### config.mk
export PLATFORM = sky130hd
export DESIGN_NAME = mult_div_unit
export DESIGN_NICKNAME = d
export VERILOG_FILES = /design/src/rtl/mult_div_unit.sv
export SDC_FILE = /design/constraint.sdc
export NUM_CORES = 1
export LEC_CHECK = 0
export ABC_AREA = 1
export BUFFER_PORTS_ARGS = -buffer_cell sky130_fd_sc_hd__buf_2
export CAP_MARGIN = 20
export CORE_MARGIN = 2
export CORE_UTILIZATION = 55
export CTS_CLUSTER_SIZE = 16
export DETAILED_ROUTE_END_ITERATION = 10
export HOLD_SLACK_MARGIN = 0.05
export PLACE_DENSITY = 0.76
export SLEW_MARGIN = 40
export SYNTH_ARGS = -nofsm -noshare
export SYNTH_HDL_FRONTEND = slang
export SYNTH_SLANG_ARGS = --single-unit
### constraint.sdc
create_clock -name clk_i -period 6.3 [get_ports clk_i]
set_input_delay 0 -clock clk_i [delete_from_list [all_inputs] [get_ports clk_i]]
set_output_delay 0 -clock clk_i [all_outputs]
set_load 0.01 [all_outputs]
### src/rtl/mult_div_unit.sv
// Iterative 32-bit MULT/MULTU/DIV/DIVU unit with HI/LO result registers.
// Optional direct HI/LO write port enabled by defining MULTDIV_MTHILO_EN.
module mult_div_unit #(
  parameter int WIDTH = 32
) (
  input  logic             clk_i,
  input  logic             rst_i,
  input  logic             start_i,
  input  logic [1:0]       op_i,
  input  logic [WIDTH-1:0] operand_a_i,
  input  logic [WIDTH-1:0] operand_b_i,
`ifdef MULTDIV_MTHILO_EN
  input  logic             hilo_write_i,
  input  logic             hilo_sel_i,
  input  logic [WIDTH-1:0] hilo_data_i,
`endif
  output logic             busy_o,
  output logic             done_o,
  output logic             div_by_zero_o,
  output logic [WIDTH-1:0] hi_o,
  output logic [WIDTH-1:0] lo_o
);

  // state  | meaning
  // IDLE   | waiting for start; HI/LO stable
  // CALC   | one shift-add / shift-subtract step per cycle
  // FIX    | sign correction for signed ops
  // DONE   | commit HI/LO, pulse done
  localparam int CW = $clog2(WIDTH) + 1;

  typedef enum logic [1:0] {S_IDLE, S_CALC, S_FIX, S_DONE} state_t;

  state_t           state_q;
  logic [CW-1:0]    cnt_q;
  logic             is_div_q;
  logic             is_signed_q;
  logic             sign_a_q;
  logic             sign_b_q;
  logic             dbz_pend_q;
  logic [WIDTH-1:0] acc_hi_q;
  logic [WIDTH-1:0] acc_lo_q;
  logic [WIDTH-1:0] opb_q;
  logic             busy_q;
  logic             done_q;
  logic             dbz_q;
  logic [WIDTH-1:0] hi_q;
  logic [WIDTH-1:0] lo_q;

  logic             a_neg;
  logic             b_neg;
  logic [WIDTH-1:0] a_abs;
  logic [WIDTH-1:0] b_abs;

  always_comb begin
    a_neg = ~op_i[0] & operand_a_i[WIDTH-1];
    b_neg = ~op_i[0] & operand_b_i[WIDTH-1];
    a_abs = a_neg ? -operand_a_i : operand_a_i;
    b_abs = b_neg ? -operand_b_i : operand_b_i;
  end

  logic [WIDTH:0]     mul_sum;
  logic [WIDTH:0]     div_shift;
  logic               div_ge;
  logic [WIDTH-1:0]   div_sub;
  logic [WIDTH-1:0]   step_hi_d;
  logic [WIDTH-1:0]   step_lo_d;
  logic [2*WIDTH-1:0] prod_neg;
  logic [WIDTH-1:0]   fix_hi_d;
  logic [WIDTH-1:0]   fix_lo_d;

  always_comb begin
    mul_sum   = {1'b0, acc_hi_q} + (acc_lo_q[0] ? {1'b0, opb_q} : '0);
    div_shift = {acc_hi_q, acc_lo_q[WIDTH-1]};
    div_ge    = (div_shift >= {1'b0, opb_q});
    // After a successful subtract the remainder is below the divisor, so W bits suffice.
    div_sub   = div_shift[WIDTH-1:0] - opb_q;
    if (is_div_q) begin
      step_hi_d = div_ge ? div_sub : div_shift[WIDTH-1:0];
      step_lo_d = {acc_lo_q[WIDTH-2:0], div_ge};
    end else begin
      {step_hi_d, step_lo_d} = {mul_sum, acc_lo_q[WIDTH-1:1]};
    end
  end

  always_comb begin
    prod_neg = -{acc_hi_q, acc_lo_q};
    fix_hi_d = acc_hi_q;
    fix_lo_d = acc_lo_q;
    if (is_signed_q) begin
      if (!is_div_q) begin
        if (sign_a_q ^ sign_b_q) {fix_hi_d, fix_lo_d} = prod_neg;
      end else begin
        if (sign_a_q ^ sign_b_q) fix_lo_d = -acc_lo_q;
        if (sign_a_q)            fix_hi_d = -acc_hi_q;
      end
    end
  end

  always_ff @(posedge clk_i or posedge rst_i) begin
    if (rst_i) begin
      state_q     <= S_IDLE;
      cnt_q       <= '0;
      is_div_q    <= 1'b0;
      is_signed_q <= 1'b0;
      sign_a_q    <= 1'b0;
      sign_b_q    <= 1'b0;
      dbz_pend_q  <= 1'b0;
      acc_hi_q    <= '0;
      acc_lo_q    <= '0;
      opb_q       <= '0;
      busy_q      <= 1'b0;
      done_q      <= 1'b0;
      dbz_q       <= 1'b0;
      hi_q        <= '0;
      lo_q        <= '0;
    end else begin
      done_q <= 1'b0;
      dbz_q  <= 1'b0;
      case (state_q)
        S_IDLE: begin
          if (start_i) begin
            is_div_q    <= op_i[1];
            is_signed_q <= ~op_i[0];
            sign_a_q    <= a_neg;
            sign_b_q    <= b_neg;
            busy_q      <= 1'b1;
            if (op_i[1] && (operand_b_i == '0)) begin
              dbz_pend_q <= 1'b1;
              acc_hi_q   <= operand_a_i;
              acc_lo_q   <= '1;
              state_q    <= S_DONE;
            end else begin
              dbz_pend_q <= 1'b0;
              acc_hi_q   <= '0;
              acc_lo_q   <= a_abs;
              opb_q      <= b_abs;
              cnt_q      <= CW'(WIDTH);
              state_q    <= S_CALC;
            end
          end
`ifdef MULTDIV_MTHILO_EN
          else if (hilo_write_i) begin
            if (hilo_sel_i) hi_q <= hilo_data_i;
            else            lo_q <= hilo_data_i;
          end
`endif
        end
        S_CALC: begin
          acc_hi_q <= step_hi_d;
          acc_lo_q <= step_lo_d;
          cnt_q    <= cnt_q - CW'(1);
          if (cnt_q == CW'(1)) state_q <= S_FIX;
        end
        S_FIX: begin
          acc_hi_q <= fix_hi_d;
          acc_lo_q <= fix_lo_d;
          state_q  <= S_DONE;
        end
        S_DONE: begin
          hi_q    <= acc_hi_q;
          lo_q    <= acc_lo_q;
          done_q  <= 1'b1;
          dbz_q   <= dbz_pend_q;
          busy_q  <= 1'b0;
          state_q <= S_IDLE;
        end
        default: state_q <= S_IDLE;
      endcase
    end
  end

  assign busy_o        = busy_q;
  assign done_o        = done_q;
  assign div_by_zero_o = dbz_q;
  assign hi_o          = hi_q;
  assign lo_o          = lo_q;

endmodule
# Word level (Yosys, flattened, before mapping)
# Index checks and enable logic that the tools add are counted.
[word_totals] out_inout_bits=67 register_bits=176
[classes] eq_ne=11 reduce_logical=13 n_bitwise=5 add_sub_neg=8 muxes=32 magnitude_cmp=1
[op_table] cell="$mux W32" n=18
[op_table] cell="$pmux W32 S3" n=2
[op_table] cell="$neg A32 Y32" n=4
[op_table] cell="$neg A64 Y64" n=1
[op_table] cell="$add A32 B32 Y33" n=1
[op_table] cell="$ge A33 B32 Y1" n=1
[op_table] cell="$logic_not A32 Y1" n=1
[op_table] cell="$sub A32 B32 Y32" n=1
[op_table] cell="$mux W6" n=2
[op_table] cell="$pmux W6 S2" n=1
[op_table] cell="$ne A2 B2 Y1 const B" n=5
[op_table] cell="$pmux W2 S4" n=1
[op_table] cell="$eq A6 B1 Y1 const B" n=1
[op_table] cell="$mux W2" n=3
[op_table] cell="$ne A3 B3 Y1 const B" n=2
[op_table] cell="$reduce_and A2 Y1" n=3
[op_table] cell="$reduce_and A3 Y1" n=2
[op_table] cell="$sub A6 B1 Y6 const B" n=1
[op_table] cell="$reduce_and A5 Y1" n=1
[op_table] cell="$eq A2 B2 Y1 const B" n=2
[op_table] cell="$mux W1" n=4
[op_table] cell="$reduce_and A4 Y1" n=1
[op_table] cell="$reduce_bool A2 Y1" n=2
[op_table] cell="$reduce_bool A3 Y1" n=1
[op_table] cell="other kinds (7)" n=9

# Longest topological paths before layout
# Gate-level depths: netlist of the first run.
[logic_depth] word_depth=6 mapped_depth=24 depth_no_buf=22

# Worst setup path before layout of the first run
# OpenSTA, ideal clock, no wires.
[synth_timing] path_type="flip-flop to flip-flop" from="register acc_lo_q[0]" to="register acc_hi_q[19]" synth_period_minus_slack_ps=2600 setup_slack_ps=3700 arrival_time_ps=2484 path_buffers=2 t_required_ps=6184 path_stages_with_launch=24 path_cell_list="dfrtp_1 -> buf_2 -> buf_1 -> nand2_1 -> inv_1 -> ha_1 -> inv_1 -> fa_1 -> inv_1 -> nand3_1 -> nand3_1 -> nand3_1 -> nand2_1 -> nand2_1 -> nand2_1 -> nand2_1 -> nand3_1 -> nand3_1 -> nand2_1 -> inv_1 -> nand2_1 -> nand2_1 -> nand2_1 -> nand2_1"
[synth_via] elab_chain_cells=5 word_cells_on_any_way=8 cone_classes="add/sub (2); mux (6)"
[synth_rtl] element="start, declared" line_no="41" text="logic [WIDTH-1:0] acc_lo_q;"
[synth_rtl] element="start signal, assigned" line_no="135" text="acc_lo_q <= a_abs;"
[synth_rtl] element="start signal, assigned" line_no="150" text="acc_lo_q <= step_lo_d;"
[synth_rtl] element="start signal, assigned" line_no="156" text="acc_lo_q <= fix_lo_d;"
[synth_rtl] element="$neg A64 Y64" line_no="86" text="prod_neg = -{acc_hi_q, acc_lo_q};"
[synth_rtl] element="$mux W32" line_no="91" text="if (sign_a_q ^ sign_b_q) {fix_hi_d, fix_lo_d} = prod_neg;"
[synth_rtl] element="$mux W32" line_no="90" text="if (!is_div_q) begin"
[synth_rtl] element="$mux W32" line_no="89" text="if (is_signed_q) begin"
[synth_rtl] element="$pmux W32 S3 (*)" line_no="119" text="case (state_q)"
[synth_rtl] element="end signal, assigned" line_no="129" text="acc_hi_q <= operand_a_i;"
[synth_rtl] element="end signal, assigned" line_no="149" text="acc_hi_q <= step_hi_d;"
[synth_rtl] element="end signal, assigned" line_no="155" text="acc_hi_q <= fix_hi_d;"
[synth_rtl] element="end, declared" line_no="40" text="logic [WIDTH-1:0] acc_hi_q;"
# Mark *: on every way between the ends. The rest lies on a longest branch, timed or not. The select of a mux whose other input is x is not followed.
# A chain may end at the register's enable or synchronous reset.

# Worst setup path in the final report of the first run
[layout_timing] from="register state_q[0]" to="register acc_lo_q[9]"
[layout_via] elab_chain_cells=3 word_cells_on_any_way=9 cone_classes="eq/ne (5); mux (1); reduce/logical (3)"
[layout_rtl] element="start, declared" line_no="33" text="state_t state_q;"
[layout_rtl] element="start signal, assigned" line_no="101" text="state_q <= S_IDLE;"
[layout_rtl] element="start signal, assigned" line_no="131" text="state_q <= S_DONE;"
[layout_rtl] element="start signal, assigned" line_no="138" text="state_q <= S_CALC;"
[layout_rtl] element="$eq A2 B2 Y1 (tied with other cells)" line_no="119"
[layout_rtl] element="$ne A2 B2 Y1 (no line) or $reduce_bool A3 Y1 (tied branches)"
[layout_rtl] element="$reduce_and A4 Y1 (no line)"
# Several ways; a longest one is shown, not always the timed one.

==> results of run 1 <==
kinds of logic after synthesis:
group | count (synthesis) | synth area share
AOI/OAI and AO/OA | 525 | 0.166
xor gates and xnor gates | 98 | 0.0497
adders and majority gates | 76 | 0.0559
buffers and inverters | 461 | 0.103
DFF | 176 | 0.255
and+or+nand+nor | 1528 | 0.369
routing by layer:
metal	global-route usage	vias up
met4	0.168	10
met1	0.599	9607
li1	-	9542
met5	0	-
met2	0.661	1653
met3	0.146	273
critical path, delay by kind of cell (launching register included):
family / cells / cell delay (ps)
AOI/OAI and AO/OA: 5 / 1270
adders and majority gates: 1 / 230
DFF: 1 / 400
buffers and inverters: 4 / 1600
timing repair:
item                       in CTS  in global routing
setup endpoints to repair       0                  0
gates resized for setup         0                  0
hold endpoints to repair      128                  0
hold buffers                   63                  0
registers in the layout, summed over array words and instances, names as in the netlist:
| register | count |
|---|---|
| acc_hi_q | 32 |
| acc_lo_q | 32 |
| busy_o | 1 |
| cnt_q | 6 |
| dbz_pend_q | 1 |
| div_by_zero_o | 1 |
| done_o | 1 |
| hi_o | 32 |
| is_div_q | 1 |
| is_signed_q | 1 |
| lo_o | 32 |
| opb_q | 32 |
| sign_a_q | 1 |
| sign_b_q | 1 |
| state_q | 2 |
power breakdown:
group / switching, W / total [W] / internal [W]
Combinational: 0.000120 / 0.000191 / 0.0000708
Clock: 0.000574 / 0.00115 / 0.000577
Sequential: 0 / 0.00113 / 0.00113
worst max path at each step:
stage | end | slack (ps) | cells past startpoint
final | acc_lo_q[9] | 2680 | 10
after floorplan | acc_hi_q[0] | 1530 | 1
after CTS | acc_lo_q[9] | 2980 | 10
after global routing | acc_lo_q[9] | 2670 | 10
after global placement | opb_q[1] | 2840 | 14
after detailed placement | acc_lo_q[9] | 3010 | 10
metrics by stage:
| step | worst slack, ps | cells | area [µm²] | utilization | power (W) |
|---|---|---|---|---|---|
| after floorplan | 1530 | 2864 | 17300 | - | 0.00123 |
| after global placement | 2840 | 3317 | 18100 | 0.590 | 0.00129 |
| after detailed placement | 3010 | 3317 | 18200 | 0.591 | 0.00130 |
| after CTS | 2980 | 3412 | 19400 | 0.631 | 0.00245 |
| after global routing | 2670 | 3412 | 19400 | 0.632 | 0.00252 |
| final | 2680 | 3412 | 19400 | 0.632 | 0.00247 |
Yosys cell counts, types with 10 or more instances:
| library cell | n | area (µm²) |
|---|---|---|
| xnor2_1 | 26 | 228 |
| a31oi_1 | 17 | 106 |
| nor2_1 | 314 | 1180 |
| nand3_1 | 218 | 1090 |
| inv_1 | 354 | 1330 |
| a21oi_1 | 156 | 781 |
| o21ai_0 | 269 | 1350 |
| a21oi_2 | 25 | 219 |
| ha_1 | 74 | 926 |
| dfrtp_1 | 176 | 4400 |
| nor3_1 | 32 | 160 |
| clkbuf_1 | 65 | 244 |
| nand2_1 | 863 | 3240 |
| xor2_1 | 72 | 631 |
| nand3b_1 | 14 | 105 |
| buf_1 | 10 | 37.5 |
| nor2_2 | 11 | 68.8 |
| nand4_1 | 40 | 250 |
final cells by class:
cell class                      instances  area [µm²]
Inverter                              370        1400
Clock inverter                         14         191
Multi-Input combinational cell       2227       11100
Timing Repair Buffer                  211        1410
Fill cell                            2887       11300
Sequential cell                       176        4410
Clock buffer                           18         429
Tap cell                              396         495
==> out/summary.txt, run 1 <==
Horiz. Die Dim: 181 µm
Gpl congestion: 1.11
Register bit total from synthesis: 176
FF-to-FF path depth: 10
Most frequent cells in the layout: 863 x nand2_1, 351 x inv_1, 313 x nor2_1, 269 x o21ai_0, 218 x nand3_1
H-tree levels: 4
Worst-skew pair later-pin latency: 470 ps
Setup repair bufs after CTS: 0
Final setup viols: 0
Max rail drop VDD: 0.183 mV
CTS tree: yes
Nets: 3,148
Layout cell share with drive strength beyond 1: 0.0865
Routed Antenna Nets: 0
Setup TNS: 0 ps
Main flop type after synthesis: dfrtp_1
Outcome: completed
Fin Clk Skew: 15.0 ps
PortBufs: 135
Core area: 0.0307 mm²
Met1 WL: 29,200 µm
Worst hold path startpoint: operand_a_i[13]
CTS root buf: clkbuf_16
Fin. Hold Viols: 0
Worst Setup SP: state_q[0]
Maximum clock frequency: 277 MHz
DRC violations left: 0
Drt first pass iters: 6
Met3 wire length: 11,200 µm
Detail Placement HPWL: 55,900 µm
Final hold slack: 77.5 ps
Lkg Pwr: 9.94 nW
CP Capture Type: flip-flop
Initial antenna violation count: 5
Initial core utilization: 0.561
Hold EP: acc_hi_q[13]
Syn Inst Count: 2,864
Clock transition at path regs: 80 ps
Synth async-reset ratio: 1.00
Critical path peak fanout: 45
Global Route Usage Sum: 0.444
Crit path kind: flip-flop to flip-flop
Max Root-Sink Buffers: 2
CP max stage cell: a31oi_1
Io pins: 136
Worst path arrival time: 4000 ps
Via count: 21.1k
Max-slew violations: 0
Die H: 181 µm
Vias in the first global route: 18.9k
Synth Net Count: 3,009
Top sig layer: met5
Total CTS buffers: 17
Pwr/cell area: 127 mW/mm²
Measured slew at the worst slew-check pin: 854 ps
Fin crit share: 0.574
Sequential area share after synthesis: 0.255
Drt total wl: 74,100 µm
Largest net degree at the start of global routing: 125
First-pass GRT wire length: 112,000 µm
Rel. slew slack: 0.430
Ys Warns: 0
Antenna cells: 0
Initial drt markers: 3,200
Mapped cell area: 0.0173 mm²
CTS sink count: 176
Worst R2R Start: state_q[0]
Max cap viols: 0
Crit-path max cell delay: 570 ps
DR WL/cell: 21.7 µm
Unrepaired setup endpoints after global routing: false
Die area: 0.0328 mm²
Commonest non-fill, non-tap cell in the layout: nand2_1
Reg2Reg Setup Slack: 2680 ps
Number of core rows: 64
CP startpoint kind: flip-flop
GR Overflow Total: 0
Reg-to-reg endpoint: acc_lo_q[9]
Worst hold path type: input pin to flip-flop
Area Growth Syn to Fin: 12.5%
DR vias/cell: 6.18
Worst EP required: 6690 ps
Period minus WS final: 3620 ps
Distinct cells, synth: 50
EDFF count, synth: 0
Worst Hold Depth: 5
Critical-path cell list: inv_1 -> ha_1 -> inv_2 -> o211ai_1 -> a21oi_2 -> buf_4 -> inv_1 -> a31oi_1 -> o21ai_0 -> o21ai_0
Synth Area per Inst: 6.03 µm²
DR WL met2: 30,300 µm
Note: power is estimated with default switching activity, not from simulation.
==> run 2, diff against run 1 <==
--- a/config.mk
+++ b/config.mk
@@ -5,7 +5,7 @@
 export SDC_FILE = /design/constraint.sdc
 export NUM_CORES = 1
 export LEC_CHECK = 0
-export ABC_AREA = 1
+export ABC_AREA = 0
 export BUFFER_PORTS_ARGS = -buffer_cell sky130_fd_sc_hd__buf_2
 export CAP_MARGIN = 20
 export CORE_MARGIN = 2
@@ -13,7 +13,7 @@
 export CTS_CLUSTER_SIZE = 16
 export DETAILED_ROUTE_END_ITERATION = 10
 export HOLD_SLACK_MARGIN = 0.05
-export PLACE_DENSITY = 0.76
+export PLACE_DENSITY = 0.77
 export SLEW_MARGIN = 40
 export SYNTH_ARGS = -nofsm -noshare
 export SYNTH_HDL_FRONTEND = slang
==> constraint.sdc (replaced) <==
create_clock -name clk_i -period 3.4 [get_ports clk_i]
set_input_delay 0 -clock clk_i [delete_from_list [all_inputs] [get_ports clk_i]]
set_output_delay 0 -clock clk_i [all_outputs]
set_load 0.01 [all_outputs]
==> run 2 against run 1 <==
The run now ends with setup timing left. Count of clock-buffer cells in the layout grew 1. Non-clock buffer count grew 101. Fmax grew 5.9%. Sequential power grew to 3.5 times the previous value. Core utilization grew 3.3 points. Register-to-register slack lost 2700 ps. Worst setup slack lost 2700 ps. Power grew to 8.4 times the previous value. Synthesized cell count shrank 34%. Routed wire length shrank 28%. Combinational power grew to 77 times the previous value. Cell count shrank 27%. Critical path type unchanged.
==> out/summary.txt, run 2 <==
Rel. slew slack: 0.434 (+0.00462)
Fin. Hold Viols: 0 (unchanged)
Initial drt markers: 2,073 (-35%)
EDFF count, synth: 0 (unchanged)
Initial antenna violation count: 1 (-4)
Main flop type after synthesis: dfrtp_1
Most frequent cells in the layout: 185 x nand2_1, 175 x dfrtp_1, 166 x nor2_1, 160 x a21oi_1, 139 x o21ai_0
Final hold slack: 67.8 ps (-9.70 ps)
H-tree levels: 4 (unchanged)
Synth async-reset ratio: 1.00 (unchanged)
Switching portion of total power: 0.517 (+0.237)
Register area: 0.00441 mm² (unchanged)
Total power: 0.0206 W (+740%)
Dpl cells: 2,393 (-28%)
CTS root buf: clkbuf_16
CP max stage cell: nor4_1
Worst EP required: 3730 ps (-2960 ps)
Final cell count without fillers: 2,494 (-27%)
Distinct cells, synth: 84 (+68%)
Lkg Pwr: 8.08 nW (-19%)
Largest net degree at the start of global routing: 63 (-50%)
Clock transition at path regs: 80 ps (about the same)
Setup TNS: -15.6 ps (-15.6 ps)
Layout cell share with drive strength beyond 1: 0.206 (+0.120)
Final setup viols: 2 (+2)
DR WL/cell: 21.5 µm (-0.95%)
Logic gate share of total power: 0.714 (+0.637)
Critical path peak fanout: 18 (-60%)
First-pass GRT wire length: 83,300 µm (-25%)
Most common cell in the synthesized netlist: nand2_1
Die area: 0.0291 mm² (-11%)
PortBufs: 135 (unchanged)
Routed Antenna Nets: 0 (unchanged)
Die H: 171 µm (-5.8%)
Nets: 2,248 (-29%)
Violated checks: setup timing
Fin Clk Skew: 11.5 ps (-3.55 ps)
Area occupied by multi-input gates: 0.0103 mm² (-7.2%)
CP Capture Type: flip-flop
Gpl congestion: 0.978 (-12%)
CP startpoint kind: flip-flop
Maximum clock frequency: 293 MHz (+5.9%)
Net switching power: 0.0107 W (+1400%)
Ys Warns: 0 (unchanged)
Io pins: 136 (unchanged)
CTS sink count: 176 (unchanged)
Total CTS buffers: 17 (unchanged)
Via count: 16.2k (-23%)
Sequential area share after synthesis: 0.288 (+0.0331)
Fin crit share: 1.00 (+0.430)
Crit-path max cell delay: 520 ps (-50 ps)
Max-slew violations: 0 (unchanged)
Post-synth top area share: 0.288 (+0.0331)
Critical-path cell list: ha_1 -> nand3_1 -> nor4_1 -> a31oi_1 -> o21ai_1 -> a31oi_4 -> buf_4 -> clkbuf_16 -> o211ai_1 -> o211ai_1 -> a31oi_1
Fin util: 0.665 (+0.0333)
Antenna cells: 0 (unchanged)
Mapped cell area: 0.0153 mm² (-11%)
Crit path kind: flip-flop to flip-flop
Clock share of power: 0.096 (-0.370)
Max cap viols: 0 (unchanged)
Number of core rows: 61 (-4.7%)
CTS tree: yes
Part of the power in registers: 0.189 (-0.268)
Detail Placement HPWL: 38,900 µm (-30%)
Pint: 0.00996 W (+460%)
Fillers: 2,279 (-21%)
Synth Net Count: 2,036 (-32%)
Worst hold path type: input pin to flip-flop
Core area: 0.0276 mm² (-10%)
Pwr/cell area: 1130 mW/mm² (+790%)
Register bit total from synthesis: 176 (unchanged)
GR Overflow Total: 0 (unchanged)
Initial core utilization: 0.555 (-0.00688)
Drt total wl: 53,600 µm (-28%)
Commonest non-fill, non-tap cell in the layout: nand2_1
Max rail drop VDD: 0.565 mV (+210%)
Synth top cells by count: 185 x nand2_1, 176 x dfrtp_1, 168 x nor2_1
Area Growth Syn to Fin: 19.9%
Global Route Usage Sum: 0.363 (-0.0807)
Post-synth top area cell: dfrtp_1
Vias in the first global route: 15.6k (-18%)
Worst path arrival time: 3740 ps (-260 ps)
Horiz. Die Dim: 171 µm (-5.8%)
Drt first pass iters: 6 (unchanged)
Period minus WS final: 3410 ps (-202 ps)
DR vias/cell: 6.51 (+5.3%)
Syn Inst Count: 1,891 (-34%)
Measured slew at the worst slew-check pin: 843 ps (-11.2 ps)
Outcome: finished, violations left
Synth area leaders: dfrtp_1 29%, mux2_2 6.3%, ha_1 6.1%, a21oi_1 5.3%, o21ai_0 4.7%
Final WS setup: -14.6 ps (-2700 ps)
Max Root-Sink Buffers: 2 (unchanged)
DRC violations left: 0 (unchanged)
Worst-skew pair later-pin latency: 460 ps (about the same)
Synth Area per Inst: 8.08 µm² (+34%)
-- run 2: changes by cell type after synthesis, moves of 25 or more --
cell,previous run,this run
nand2_1,863,185
mux2_2,0,86
inv_1,354,81
a211oi_1,1,32
nand4_1,40,11
nand3_1,218,40
a21o_1,2,27
o21ai_0,269,144
xnor2_1,26,69
nor2_1,314,168
clkbuf_1,65,110
-- run 2: per-stage QoR --
| stage | setup WS, ps | cell area, µm² |
|---|---|---|
| 2_1_floorplan | 135 | 15300 |
| 3_3_place_gp | 0.762 | 16900 |
| 3_5_place_dp | -39.9 | 16900 |
| 4_1_cts | 38.4 | 18200 |
| 5_1_grt | -79.8 | 18300 |
| 6_report | -14.6 | 18300 |
-- run 2: final timing paths --
check	startpoint	end	slack, ps	depth (start not counted)
hold / removal	operand_a_i[21]	acc_lo_q[21]	70	4
min in group asynchronous	rst_i	cnt_q[0]	150	3
setup / recovery	acc_hi_q[16]	acc_hi_q[15]	-10	11
setup reg to reg	acc_hi_q[16]	acc_hi_q[15]	-10	11
hold reg to reg	dbz_pend_q	dbz_pend_q	490	2
max in group asynchronous	rst_i	hi_o[24]	2250	5
-- run 2: cell type report --
class | count | area share
Clock buffer | 19 | 0.0242
Clock inverter | 13 | 0.00649
Inverter | 82 | 0.0170
Multi-Input combinational cell | 1514 | 0.562
Sequential cell | 176 | 0.240
Tap cell | 378 | 0.0258
Timing Repair Buffer | 312 | 0.124
-- run 2: worst max-delay path: cells and delay by family (launching register included) --
kind	cells	cell delay (ps)
buffers and inverters	2	360
adder cells (fa/ha/maj)	1	430
AO/OA/AOI/OAI	6	1300
AND/OR/NAND/NOR	2	750
flip-flops	1	430
-- run 2: repair_timing --
item	4_1_cts	5_1_grt
setup buffers	0	4
endpoints found under the hold margin	144	0
cloned	0	1
endpoints found under the setup margin	7	26
gates resized for setup	2	27
pin swaps	0	7
hold buffers	64	0
-- run 2: cell families after synthesis --
kind of cell / count (synthesis) / synth area share
muxes: 108 / 0.0778
buffers and inverters: 201 / 0.0499
adders and majority gates: 76 / 0.0632
AOI/OAI and AO/OA: 606 / 0.262
xor gates and xnor gates: 120 / 0.0688
DFF: 176 / 0.288
and+or+nand+nor: 604 / 0.190
-- run 2: power groups by stage --
| stage | Sequential [W] | Combinational (W) | Clock [W] |
|---|---|---|---|
| floorplan | 0.00391 | 0.00942 | 0 |
| global placement | 0.00387 | 0.0136 | 0 |
| detailed placement | 0.00391 | 0.0139 | 0 |
| CTS | 0.00388 | 0.0140 | 0.00200 |
| global route | 0.00402 | 0.0159 | 0.00207 |
| finish | 0.00391 | 0.0147 | 0.00199 |
-- run 2: routing by layer --
layer	vias to the layer above	global-route usage	part of all wire
met5	-	0	0.00024
met4	2	0.171	0.045
met3	184	0.0694	0.092
met2	951	0.581	0.46
met1	7692	0.475	0.41
li1	7398	-	-
